===== src/rtl/gray_ptr_sync_pkg.sv =====
// Shared helpers for Gray-coded FIFO pointer handling: code conversion,
// bit counting and the legal range of synchroniser depths.
package gray_ptr_sync_pkg;

   // Widest pointer the helpers handle; callers zero-extend narrower pointers.
   localparam int GRAY_MAX_W = 32;

   // Allowed synchroniser depth range.
   localparam int SYNC_STAGES_MIN = 2;
   localparam int SYNC_STAGES_MAX = 8;

   // Gray to binary: each binary bit is the XOR of all Gray bits at or above it.
   // Zero-extended upper bits contribute nothing, so a narrow pointer converts
   // correctly in the low bits of the result.
   function automatic logic [GRAY_MAX_W-1:0] gray2bin(input logic [GRAY_MAX_W-1:0] gray);
      logic [GRAY_MAX_W-1:0] bin;
      bin[GRAY_MAX_W-1] = gray[GRAY_MAX_W-1];
      for (int i = GRAY_MAX_W - 2; i >= 0; i--) begin
         bin[i] = bin[i+1] ^ gray[i];
      end
      return bin;
   endfunction

   // Number of set bits; six bits are enough to count all 32 positions.
   function automatic logic [5:0] popcount(input logic [GRAY_MAX_W-1:0] value);
      logic [5:0] count;
      count = '0;
      for (int i = 0; i < GRAY_MAX_W; i++) begin
         count = count + {5'b0, value[i]};
      end
      return count;
   endfunction

endpackage


===== src/rtl/gray_ptr_sync_if.sv =====
// Bundle between the pointer source side and the destination-domain receiver.
// The master drives the raw Gray pointer and the error clear; the slave
// (the receiver) returns the synchronised and decoded pointer information.
interface gray_ptr_sync_if #(
   parameter int ADDR_WIDTH = 6
);
   import gray_ptr_sync_pkg::*;

   localparam int PW = ADDR_WIDTH + 1;

   logic [PW-1:0] data_in;
   logic          err_clr;
   logic [PW-1:0] gray_out;
   logic [PW-1:0] bin_out;
   logic          changed;
   logic [PW-1:0] delta;
   logic          gray_err;

   modport master (
      output data_in,
      output err_clr,
      input  gray_out,
      input  bin_out,
      input  changed,
      input  delta,
      input  gray_err
   );

   modport slave (
      input  data_in,
      input  err_clr,
      output gray_out,
      output bin_out,
      output changed,
      output delta,
      output gray_err
   );

endinterface


===== src/rtl/sync_chain.sv =====
// Generic multi-flop bit-vector synchroniser. Every flop resets to zero and
// has no enable, so the chain keeps resolving metastability on every edge.
module sync_chain
   import gray_ptr_sync_pkg::*;
#(
   parameter int WIDTH  = 1,
   parameter int STAGES = 2
) (
   input  logic             clk,
   input  logic             rst,
   input  logic [WIDTH-1:0] d,
   output logic [WIDTH-1:0] q
);

   genvar gi;

   // Refuse to build a chain too short to be safe or pointlessly long.
   if (STAGES < SYNC_STAGES_MIN || STAGES > SYNC_STAGES_MAX) begin : g_bad_stages
      $error("sync_chain: STAGES out of the supported range 2..8");
   end

   // One register per stage, each in its own generate scope so placement
   // tools see distinct, individually attributed flops.
   for (gi = 0; gi < STAGES; gi++) begin : g_stage
      (* ASYNC_REG = "TRUE" *) logic [WIDTH-1:0] flop;

      if (gi == 0) begin : g_first
         // First stage samples the asynchronous input directly, no logic in front.
         always_ff @(posedge clk or posedge rst) begin
            if (rst) begin
               flop <= '0;
            end else begin
               flop <= d;
            end
         end
      end else begin : g_next
         // Later stages shift the previous stage along the chain.
         always_ff @(posedge clk or posedge rst) begin
            if (rst) begin
               flop <= '0;
            end else begin
               flop <= g_stage[gi-1].flop;
            end
         end
      end
   end

   assign q = g_stage[STAGES-1].flop;

endmodule


===== src/rtl/gray_ptr_sync.sv =====
// Destination-domain receiver for a Gray-coded async FIFO pointer:
// synchroniser chain, then one register stage holding the binary pointer,
// a change strobe, the modulo step count and an optional sticky detector
// for steps that changed more than one Gray bit.
module gray_ptr_sync
   import gray_ptr_sync_pkg::*;
#(
   parameter int ADDR_WIDTH  = 6,
   parameter int SYNC_STAGES = 2,
   parameter bit CHECK_STEP  = 1'b0
) (
   input logic            clk,
   input logic            rst,
   gray_ptr_sync_if.slave bus
);

   localparam int PW = ADDR_WIDTH + 1;

   // Pointer must fit the package helpers with at least one spare bit.
   if (ADDR_WIDTH < 1 || PW >= GRAY_MAX_W) begin : g_bad_width
      $error("gray_ptr_sync: ADDR_WIDTH out of the supported range");
   end

   logic [PW-1:0]         gray_sync;
   logic [GRAY_MAX_W-1:0] bin_wide;
   logic [PW-1:0]         bin_next;
   logic [PW-1:0]         delta_next;
   logic                  changed_next;
   logic                  step_bad;

   logic [PW-1:0]         prev_gray;
   logic [PW-1:0]         bin_q;
   logic [PW-1:0]         delta_q;
   logic                  changed_q;
   logic                  err_q;
   logic                  unused_bits;

   sync_chain #(
      .WIDTH  (PW),
      .STAGES (SYNC_STAGES)
   ) u_sync_chain (
      .clk (clk),
      .rst (rst),
      .d   (bus.data_in),
      .q   (gray_sync)
   );

   // Decode the synchronised pointer and compare it with the last sample.
   always_comb begin
      bin_wide     = gray2bin(32'(gray_sync));
      bin_next     = bin_wide[PW-1:0];
      changed_next = (gray_sync != prev_gray);
      // Modulo subtraction makes the wrap from all-ones to zero a step of one.
      delta_next   = changed_next ? (bin_next - bin_q) : '0;
      step_bad     = (popcount(32'(gray_sync ^ prev_gray)) > 6'd1);
   end

   // Conversion register: binary pointer, strobe and step count move together.
   always_ff @(posedge clk or posedge rst) begin
      if (rst) begin
         prev_gray <= '0;
         bin_q     <= '0;
         changed_q <= 1'b0;
         delta_q   <= '0;
      end else begin
         prev_gray <= gray_sync;
         bin_q     <= bin_next;
         changed_q <= changed_next;
         delta_q   <= delta_next;
      end
   end

   if (CHECK_STEP) begin : g_step_check
      // Sticky illegal-step flag; a new bad step beats a simultaneous clear.
      always_ff @(posedge clk or posedge rst) begin
         if (rst) begin
            err_q <= 1'b0;
         end else if (step_bad) begin
            err_q <= 1'b1;
         end else if (bus.err_clr) begin
            err_q <= 1'b0;
         end
      end
      assign unused_bits = ^bin_wide[GRAY_MAX_W-1:PW];
   end else begin : g_no_step_check
      // Without the detector the clear input and the step test are ignored.
      assign err_q       = 1'b0;
      assign unused_bits = ^{bin_wide[GRAY_MAX_W-1:PW], bus.err_clr, step_bad};
   end

   assign bus.gray_out = gray_sync;
   assign bus.bin_out  = bin_q;
   assign bus.changed  = changed_q;
   assign bus.delta    = delta_q;
   assign bus.gray_err = err_q;

endmodule

===== src/flat_wrapper.sv =====
// flat-port wrapper written by rule: the top's interface ports become plain ports
module gray_ptr_sync_flat import gray_ptr_sync_pkg::*;
#(
   parameter int ADDR_WIDTH  = 6,
   parameter int SYNC_STAGES = 2,
   parameter bit CHECK_STEP  = 1'b0
)
  (clk, rst, bus_data_in, bus_err_clr, bus_gray_out, bus_bin_out, bus_changed, bus_delta, bus_gray_err);
  gray_ptr_sync_if #(.ADDR_WIDTH(ADDR_WIDTH)) bus_i ();
  input logic clk;
  input logic rst;
  input wire logic [$bits(bus_i.data_in)-1:0] bus_data_in;
  input wire logic [$bits(bus_i.err_clr)-1:0] bus_err_clr;
  output wire logic [$bits(bus_i.gray_out)-1:0] bus_gray_out;
  output wire logic [$bits(bus_i.bin_out)-1:0] bus_bin_out;
  output wire logic [$bits(bus_i.changed)-1:0] bus_changed;
  output wire logic [$bits(bus_i.delta)-1:0] bus_delta;
  output wire logic [$bits(bus_i.gray_err)-1:0] bus_gray_err;
  assign bus_i.data_in = bus_data_in;
  assign bus_i.err_clr = bus_err_clr;
  assign bus_gray_out = bus_i.gray_out;
  assign bus_bin_out = bus_i.bin_out;
  assign bus_changed = bus_i.changed;
  assign bus_delta = bus_i.delta;
  assign bus_gray_err = bus_i.gray_err;
  gray_ptr_sync #(.ADDR_WIDTH(ADDR_WIDTH), .SYNC_STAGES(SYNC_STAGES), .CHECK_STEP(CHECK_STEP)) u_core (.clk(clk), .rst(rst), .bus(bus_i));
endmodule

===== config.mk =====
export PLATFORM = sky130hd
export DESIGN_NAME = gray_ptr_sync_flat
export DESIGN_NICKNAME = d
export VERILOG_FILES = /design/src/rtl/gray_ptr_sync_pkg.sv /design/src/rtl/gray_ptr_sync_if.sv /design/src/rtl/sync_chain.sv /design/src/rtl/gray_ptr_sync.sv /design/src/flat_wrapper.sv
export SDC_FILE = /design/constraint.sdc
export NUM_CORES = 1
export LEC_CHECK = 0
export CORE_MARGIN = 8
export CORE_UTILIZATION = 35
export CTS_CLUSTER_DIAMETER = 200
export DETAILED_ROUTE_END_ITERATION = 8
export GPL_ROUTABILITY_DRIVEN = 0
export SYNTH_ARGS = -nofsm -noshare
export SYNTH_HDL_FRONTEND = slang
export SYNTH_SLANG_ARGS = --single-unit

===== constraint.sdc =====
create_clock -name clk -period 5.1 [get_ports clk]
set_input_delay 1.53 -clock clk [delete_from_list [all_inputs] [get_ports clk]]
set_output_delay 1.53 -clock clk [all_outputs]
set_load 0.02 [all_outputs]

==> flow_summary.json <==
{
  "reg2reg_depth": 12,
  "cts.sinks": 35,
  "max_freq_ghz": 0.2950,
  "layoutNonFillerInstCount": 191,
  "crit_family": "XOR/XNOR gates",
  "grt_max_degree": 36,
  "synthDominantCellAreaShare": 0.6318,
  "vdd_ir_drop_max_v": 0.0001810,
  "netlist_instances": 104,
  "crit_path_max_fanout": 4,
  "avgSynthCellArea_um2": 13.33,
  "syn_area_mm2": 0.001386,
  "clk_latency_ps": 290,
  "cp_cell_sequence": "xor3_2 > xor2_2 > xnor2_2 > xor2_2 > xor2_1 > ha_1 > fa_1 > nor2b_1 > o21ai_0 > a21oi_1 > mux2i_1 > a31oi_1",
  "hold_class": "reg -> reg",
  "dieArea_mm2": 0.006231,
  "critical_path.startpoint": "u_core.u_sync_chain.q[4]$_DFF_PP0_",
  "ctsHtreeMaxLevel": 2,
  "power.leakage_nw": 0.8350,
  "overflow": 0,
  "nets": 157,
  "grt_pass1_wl_um": 3967,
  "criticalPathCategory": "reg -> reg",
  "drv_slew": 0,
  "synth_top_area_cell": "dfrtp_1",
  "rows": 23,
  "io_buffers": 30,
  "core-area_mm2": 0.003914,
  "root_buffer": "clkbuf_8",
  "drt_iter0_drc": 30,
  "via_per_inst": 4.230,
  "post_cts_buffers": 0,
  "setup-tns-final_ps": 0,
  "yosys-top-cells-area": "dfrtp_1, ha_1, inv_1",
  "crit_path_top_delay_cell": "xor3_2",
  "synth-edff-count": 0,
  "async_flop_share": 1.000,
  "yosysSeqAreaShare": 0.6318,
  "swShare": 0.2930,
  "start_util": 0.3542,
  "yosysWarnings": 0,
  "cts_tree": "built",
  "drc": 0,
  "status": "completed",
  "wl_met1_um": 968,
  "crit_cells": 12,
  "grt_pass1_vias": 851,
  "crit_arrival_ps": 3560,
  "die_height_um": 78.94,
  "top_layer": "met4",
  "boundaryPins": 33,
  "synth-main-ff-cell": "dfrtp_1",
  "dp_cells": 183,
  "first_pass_iters": 2,
  "ant_nets": 0,
  "hp-start": "u_core.u_sync_chain.g_stage[0].flop[6]$_DFF_PP0_",
  "report.final.hold_viol_count": 0,
  "min_period_ps": 3390,
  "path_clk_slew_ps": 80,
  "slowest_delay_ps": 510,
  "yosysMostFrequentCell": "dfrtp_1",
  "insertedDiodeCount": 0,
  "dp_hpwl_um": 1779,
  "hold_buffers": 0,
  "syn-num-nets": 121,
  "clock_skew_ps": 9.797,
  "setup-violations-final": 0,
  "synth_cell_type_count": 27,
  "dieWidth_um": 78.94,
  "drv_cap": 0,
  "synthTopCellsByCount": "dfrtp_1, inv_1, ha_1",
  "end_kind": "register",
  "drt-total-wl_um": 2391,
  "comb_power_share": 0.316,
  "route.met3.wl_um": 202,
  "clkPwrFrac": 0.315,
  "wire_per_inst_um": 12.52,
  "powerDensity_mw_per_mm2": 498.7,
  "startpoint_type": "register",
  "ys_seq_elements": 35,
  "met2WireLength_um": 1165,
  "clock_path_buffers": 2,
  "cpMostUsedCell": "xor2_2",
  "pwr-share-seq": 0.369,
  "internal_power_mw": 0.6621,
  "p_switching_mw": 0.2745,
  "required_ps": 5270,
  "track_usage": 0.08405,
  "timing.rr.start": "u_core.u_sync_chain.q[4]$_DFF_PP0_",
  "rsz0062_at_grt": "false",
  "period_share": 0.6648,
  "drive_above_1_share": 0.09929,
  "hold_depth": 0,
  "path_buf_inv": 0,
  "cts-buffers-inserted": 5,
  "area_growth_pct": 35.47,
  "num_vias": 808,
  "ctsResizeCount": 0,
  "antenna_found_initial": 0
}
sequential cells by signal, summed over array words and instances, names as in the netlist:
register,flops
u_core.bus.changed,1
u_core.bus.delta,7
u_core.u_sync_chain.g_stage.flop,7
u_core.prev_gray,6
u_core.bus.bin_out,7
u_core.u_sync_chain.q,7
cells in the final DEF (no fill, tap or decap), drive strengths merged:
cell | netlist | layout
nand2b | 1 | 1
conb | 1 | 1
a21oi | 2 | 2
xor2 | 7 | 7
nor2 | 5 | 5
nor3 | 5 | 5
nor4 | 1 | 1
clkbuf | 0 | 5
dfrtp | 35 | 35
bufinv | 0 | 2
inv | 12 | 12
xnor2 | 6 | 6
o21ai | 3 | 3
clkinvlp | 0 | 1
nand2 | 1 | 1
nor2b | 3 | 3
a31oi | 2 | 2
buf | 3 | 2
and3 | 1 | 1
a21boi | 1 | 1
and2 | 2 | 2
clkdlybuf4s50 | 0 | 30
nand4 | 1 | 1
xor3 | 1 | 1
ha | 6 | 6
nor3b | 1 | 1
mux2i | 2 | 2
fa | 1 | 1
or3 | 1 | 1
metrics by stage:
step	hold WS, ps	instance area (µm²)	util	setup WS [ps]	power, mW
final	350.5	1878	0.4799	1710	0.9366
after global placement	332.8	1742	0.4450	1812	0.6407
after detailed placement	335.5	1742	0.4450	1724	0.6511
after CTS	351.6	1878	0.4799	1697	0.9488
after global routing	358.4	1878	0.4799	1450	0.9889
after floorplan	331.2	1386	-	1905	0.5312
metal layers:
metal,track usage,vias to the layer above
met5,0,-
li1,-,400
met4,0.04444,0
met1,0.08084,377
met3,0.04515,7
met2,0.1425,24
cell families (layout without fill, tap and decap cells):
kind of cell,count (synthesis),after routing,share of synthesized area
adder cells (fa/ha/maj),7,7,0.06859
other,1,1,0.002705
multiplexers,2,2,0.01444
XOR/XNOR,14,14,0.1164
buffers and inverters,15,52,0.04873
flip-flops,35,35,0.6318
AND/OR/NAND/NOR,22,22,0.08485
AO/OA/AOI/OAI,8,8,0.03249
cell type report:
cell class / count / area [µm²]
fillers: 373 / 2036
flip-flops and latches: 35 / 875.8
multi-input cells: 54 / 442.9
repair buffers: 32 / 315.3
clock buffers: 5 / 68.82
clock inverters: 3 / 67.56
well taps: 50 / 62.56
inverters: 12 / 45.04
path summary, 6_finish.rpt:
check	slack, ps	to
worst max-delay path	1710	u_core.bus.delta[6]$_DFF_PP0_
worst min register to register	350	u_core.u_sync_chain.q[6]$_DFF_PP0_
worst max register to register	1710	u_core.bus.delta[6]$_DFF_PP0_
worst min-delay path	350	u_core.u_sync_chain.q[6]$_DFF_PP0_
max in group asynchronous	3170	u_core.bus.delta[1]$_DFF_PP0_
min in group asynchronous	1630	u_core.bus.bin_out[0]$_DFF_PP0_
power by group through the flow:
stage | sequential, mW | clock [mW] | combinational, mW
2_1_floorplan | 0.403 | 0 | 0.128
3_5_place_dp | 0.352 | 0 | 0.299
5_1_grt | 0.351 | 0.314 | 0.324
4_1_cts | 0.346 | 0.302 | 0.300
6_report | 0.345 | 0.295 | 0.296
3_3_place_gp | 0.349 | 0 | 0.291
worst reg2reg max path: cells and delay by family, from the launching register on:
kind                       cells  cell delay [ps]
muxes                          1              230
and+or+nand+nor                1              170
adders and majority gates      2              600
DFF                            1              420
xor gates and xnor gates       5             1330
AOI/OAI and AO/OA              3              510
Note: power is estimated with default switching activity, not from simulation.
